`src/rtl/security_pkg.sv`:
```
// Shared types and constants for the multi-zone security sequencer.
package security_pkg;

    // Encoding is visible on the debug state output, so the values are fixed.
    typedef enum logic [2:0] {
        StDisarmed = 3'd0,
        StExit     = 3'd1,
        StArmed    = 3'd2,
        StEntry    = 3'd3,
        StAlarm    = 3'd4,
        StSilent   = 3'd5
    } state_e;

    localparam int unsigned DefaultNumZones   = 4;
    localparam int unsigned DefaultExitDelay  = 8;
    localparam int unsigned DefaultEntryDelay = 8;
    localparam int unsigned DefaultSirenTime  = 16;
    localparam int unsigned DefaultCntW       = 8;

    // The only zone that gets an entry grace period; every other zone is instant.
    localparam int unsigned EntryZone = 0;

endpackage

```
`src/rtl/delay_timer.sv`:
```
// Down-counter shared by the exit, entry and siren phases. Load wins over
// enable, and the count saturates at zero.
module delay_timer
    import security_pkg::*;
#(
    parameter int unsigned CntW = DefaultCntW
) (
    input  logic            clk_i,
    input  logic            rst_ni,
    input  logic            load_i,
    input  logic [CntW-1:0] load_val_i,
    input  logic            en_i,
    output logic            expired_o
);

    logic [CntW-1:0] cnt_q, cnt_d;

    // Next count: reload, decrement while enabled, or hold at zero.
    always_comb begin
        cnt_d = cnt_q;
        if (load_i) begin
            cnt_d = load_val_i;
        end else if (en_i && (cnt_q != '0)) begin
            cnt_d = cnt_q - 1'b1;
        end
    end

    // Count register with synchronous active-low reset.
    always_ff @(posedge clk_i) begin
        if (!rst_ni) begin
            cnt_q <= '0;
        end else begin
            cnt_q <= cnt_d;
        end
    end

    assign expired_o = (cnt_q == '0);

endmodule

```
`src/rtl/security_sequencer.sv`:
```
// Arming and alarm sequencer: exit delay, entry delay on the entry zone,
// timed siren followed by a silent latched alarm, with per-zone bypass.
module security_sequencer
    import security_pkg::*;
#(
    parameter int unsigned NumZones   = DefaultNumZones,
    parameter int unsigned ExitDelay  = DefaultExitDelay,
    parameter int unsigned EntryDelay = DefaultEntryDelay,
    parameter int unsigned SirenTime  = DefaultSirenTime,
    parameter int unsigned CntW       = DefaultCntW
) (
    input  logic                clk_i,
    input  logic                rst_ni,
    input  logic                arm_i,
    input  logic                disarm_i,
    input  logic [NumZones-1:0] sensor_i,
    input  logic [NumZones-1:0] zone_mask_i,
    output logic                armed_o,
    output logic                exit_pending_o,
    output logic                alarm_o,
    output logic                siren_o,
    output logic [NumZones-1:0] tripped_zone_o,
    output logic [2:0]          state_o
);

    localparam logic [NumZones-1:0] EntryBit = NumZones'(1) << EntryZone;

    state_e              state_q, state_d;
    logic [NumZones-1:0] trip_q, trip_d;
    logic [NumZones-1:0] act;
    logic                inst, ent;
    logic                tmr_load, tmr_en, tmr_expired;
    logic [CntW-1:0]     tmr_val;

    assign act  = sensor_i & ~zone_mask_i;
    assign ent  = act[EntryZone];
    assign inst = |(act & ~EntryBit);

    delay_timer #(
        .CntW (CntW)
    ) u_timer (
        .clk_i      (clk_i),
        .rst_ni     (rst_ni),
        .load_i     (tmr_load),
        .load_val_i (tmr_val),
        .en_i       (tmr_en),
        .expired_o  (tmr_expired)
    );

    // Next-state, timer control and trip recording.
    always_comb begin
        state_d  = state_q;
        trip_d   = trip_q;
        tmr_load = 1'b0;
        tmr_val  = '0;
        tmr_en   = 1'b0;

        // Trips are recorded in every state that watches the sensors.
        if (state_q inside {StArmed, StEntry, StAlarm, StSilent}) begin
            trip_d = trip_q | act;
        end

        case (state_q)
            StDisarmed: begin
                if (arm_i && !disarm_i) begin
                    state_d  = StExit;
                    trip_d   = '0;
                    tmr_load = 1'b1;
                    tmr_val  = CntW'(ExitDelay - 1);
                end
            end
            StExit: begin
                if (disarm_i) state_d = StDisarmed;
                else if (tmr_expired) state_d = StArmed;
                else tmr_en = 1'b1;
            end
            StArmed: begin
                if (disarm_i) begin
                    state_d = StDisarmed;
                end else if (inst) begin
                    state_d  = StAlarm;
                    tmr_load = 1'b1;
                    tmr_val  = CntW'(SirenTime - 1);
                end else if (ent) begin
                    state_d  = StEntry;
                    tmr_load = 1'b1;
                    tmr_val  = CntW'(EntryDelay - 1);
                end
            end
            StEntry: begin
                if (disarm_i) begin
                    state_d = StDisarmed;
                end else if (inst || tmr_expired) begin
                    state_d  = StAlarm;
                    tmr_load = 1'b1;
                    tmr_val  = CntW'(SirenTime - 1);
                end else begin
                    tmr_en = 1'b1;
                end
            end
            StAlarm: begin
                if (disarm_i) state_d = StDisarmed;
                else if (tmr_expired) state_d = StSilent;
                else tmr_en = 1'b1;
            end
            StSilent: begin
                if (disarm_i) begin
                    state_d = StDisarmed;
                end else if (|act) begin
                    state_d  = StAlarm;
                    tmr_load = 1'b1;
                    tmr_val  = CntW'(SirenTime - 1);
                end
            end
            default: state_d = StDisarmed;
        endcase
    end

    // State and trip registers with synchronous active-low reset.
    always_ff @(posedge clk_i) begin
        if (!rst_ni) begin
            state_q <= StDisarmed;
            trip_q  <= '0;
        end else begin
            state_q <= state_d;
            trip_q  <= trip_d;
        end
    end

    // Moore outputs decoded from the registered state.
    always_comb begin
        armed_o        = (state_q == StArmed) || (state_q == StEntry);
        exit_pending_o = (state_q == StExit);
        alarm_o        = (state_q == StAlarm) || (state_q == StSilent);
        siren_o        = (state_q == StAlarm);
        tripped_zone_o = trip_q;
        state_o        = state_q;
    end

endmodule
```
`config.mk`:
```
export PLATFORM = sky130hd
export DESIGN_NAME = security_sequencer
export DESIGN_NICKNAME = d
export VERILOG_FILES = /design/src/rtl/security_pkg.sv /design/src/rtl/delay_timer.sv /design/src/rtl/security_sequencer.sv
export SDC_FILE = /design/constraint.sdc
export NUM_CORES = 1
export LEC_CHECK = 0
export BUFFER_PORTS_ARGS = -buffer_cell sky130_fd_sc_hd__clkbuf_2
export CAP_MARGIN = 30
export CORE_MARGIN = 2
export CORE_UTILIZATION = 37
export DETAILED_ROUTE_END_ITERATION = 10
export GPL_TIMING_DRIVEN = 1
export PLACE_DENSITY_LB_ADDON = 0.15
export SYNTH_ARGS = -nofsm -noshare
export SYNTH_HDL_FRONTEND = slang
export SYNTH_SLANG_ARGS = --single-unit
```
`constraint.sdc`:
```
create_clock -name clk_i -period 3.3 [get_ports clk_i]
set_input_delay 0.99 -clock clk_i [delete_from_list [all_inputs] [get_ports clk_i]]
set_output_delay 0.99 -clock clk_i [all_outputs]
set_load 0.03 [all_outputs]
```
==> reports/qor.csv <==
metric,value,unit
CTS tree,done,
initial antenna violation count,0,
first-pass GRT wire length,3940,µm
Die Wd,56.0,µm
gr ovfl total,0,
"most common cell after layout, fill and taps aside",clkbuf_2,
arrival time worst endpoint,1530,ps
Remaining DRCs,0,
CP max stage cell,dfxtp_1,
Post-Syn Instances,123,
CTS buffer count,3,
leakage power,0.444,nW
Crit Path Category,reg -> out,
PD cells,553,nW/µm²
clk root buf,clkbuf_4,
number of max-cap violations,0,
sequential share of the synthesized area,30.0,%
worst-margin pin slew,478,ps
hold_ws,479,ps
Sum Neg Setup Slack,0,ps
dpl ws,703,ps
Die Y,56.0,µm
die area,3130,µm²
most frequent cells in the layout,"clkbuf_2, dfxtp_1, nor2_1, a21oi_1, inv_1",
drt pass-1 iters,4,
Rows,18,
status,"complete, no violations",
Post-synth EDFFs,0,
Synth top area share,30.0,%
syn avg cell area,8.13,µm²
worst hold path type,reg -> reg,
Ys Warns,0,
setup violators final,0,
CTS resizes,0,
Ant. Diodes,0,
Layout Area Growth over Synthesis,14.8,%
deepest clock path buffer count,2,
Syn Nets,137,
Routability Congestion,0.832,
hpwl dp,1760,µm
Num Clock Sinks,15,
synthesized cell area,1000,µm²
synthesized flop and latch total,15,
CP Cell Sequence,inv_1 -> nor2_1 -> clkbuf_2,
dominant cell type by area after synthesis,dfxtp_1,
Main synth FF type,dfxtp_1,
CP top delay family,flip-flops,
largest net degree at the start of global routing,17,
layout cell share with drive strength beyond 1,21.5,%
crit share post-route,76.3,%
port bufs,22,
nets@finish,159,
CP endpoint kind,primary output,
clk_lat worst skew,300,ps
buffer and inverter count on the worst path,2,
# hold bufs at CTS,0,
post-route clock skew,8.32,ps
Fmax,397,MHz
final setup margin,781,ps
Final Hold Violating Endpoints,0,
routed vias,990,
largest fanout on the critical path,16,
WL/cell,13.4,µm
Max transition margin,68.1,%
post-layout min period,2520,ps
"antenna viol nets, final",0,
"slowest stage delay, CP",630,ps
GRT Util Overall,15.7,%
"FFs w/ async S/R, synth",0,%
"Setup Fix Bufs, Post-CTS",0,
vias in the first global route,879,
total number of H-tree levels,1,
vias per cell,5.69,
Initial Utilization,39.6,%
final wirelength,2340,µm
Unique masters post-synth,45,
CP required,2310,ps
Core Region,2520,µm²
"top cells by area, synth","dfxtp_1, a21oi_1, nor2_1",
max-slew violations,0,
peak supply drop,0.329,mV
"CTS clk-pin slew, worst paths",100,ps
Worst setup SP type,flop,
Ports,23,
Iter 0 DRT Violations,24,
RSZ-0062 raised after global routing,no,
-- metrics by stage --
stage	std cells	util [%]	total power [W]	area [µm²]
final	174	45.5	0.000635	1150
after floorplan	123	-	0.000458	1000
after global placement	170	44.4	0.000519	1120
after detailed placement	170	44.4	0.000521	1120
after global routing	174	45.5	0.000682	1150
after CTS	174	45.5	0.000634	1150
-- power breakdown --
part / total [W] / leakage (nW) / internal [W] / switching, W
Clock: 0.000116 / 0.0150 / 0.0000472 / 0.0000689
Sequential: 0.000246 / 0.122 / 0.000205 / 0.0000413
Combinational: 0.000273 / 0.307 / 0.000107 / 0.000166
-- synth_stat cells, drive strengths merged (2+ instances only) --
cell type   n
dfxtp      15
nor2       12
a21oi      11
o21ai       9
inv         7
nand3       6
nor2b       6
nor3        5
clkbuf      4
nand2       4
or3         4
nand4b      3
o211ai      3
a41oi       2
ha          2
nand3b      2
nor3b       2
nor4        2
o311ai      2
or2         2
xnor2       2
-- tightest hold or removal path, stage by stage (launching register included) --
cell     delay, ps
dfxtp_1        340
a21oi_1         40
nor2_1          70
-- cell families after synthesis --
group                      count (synthesis)  share of synthesized area (%)
and+or+nand+nor                           55                           34.8
AOI/OAI and AO/OA                         34                           22.7
DFF                                       15                           30.0
buffers and inverters                     12                           5.26
xor gates and xnor gates                   3                           2.63
muxes                                      2                           2.13
adders and majority gates                  2                           2.50
-- routing by layer --
metal  global-route usage [%]  vias up  share of wire (%)
met5                        0        -                  0
met4                     6.12        0                1.8
met3                     3.26        5                7.2
met2                     24.9       35                 43
met1                     20.9      450                 48
li1                         -      500                  -
-- final cells by class --
class / instances / area, µm²
tap: 30 / 37.5
clock buffer: 4 / 26.3
multi-input combinational: 96 / 647
sequential: 15 / 300
inverter: 7 / 26.3
fill: 257 / 1380
timing repair buffer: 22 / 110
-- registers in the layout (all words and copies together) (netlist names) --
register and flops:
u_timer.cnt_q 8, tripped_zone_o 4, state_o 3
-- final timing paths --
check / from / end / slack [ps] / depth (start not counted)
setup / recovery: state_o[1]$_SDFFE_PN0P_ / armed_o / 780 / 3
hold / removal: tripped_zone_o[3]$_SDFF_PN0_ / tripped_zone_o[3]$_SDFF_PN0_ / 480 / 2
setup reg to reg: state_o[1]$_SDFFE_PN0P_ / u_timer.cnt_q[5]$_SDFFE_PN0P_ / 1270 / 5
hold reg to reg: tripped_zone_o[3]$_SDFF_PN0_ / tripped_zone_o[3]$_SDFF_PN0_ / 480 / 2
Power figures use the tool's default switching activity.
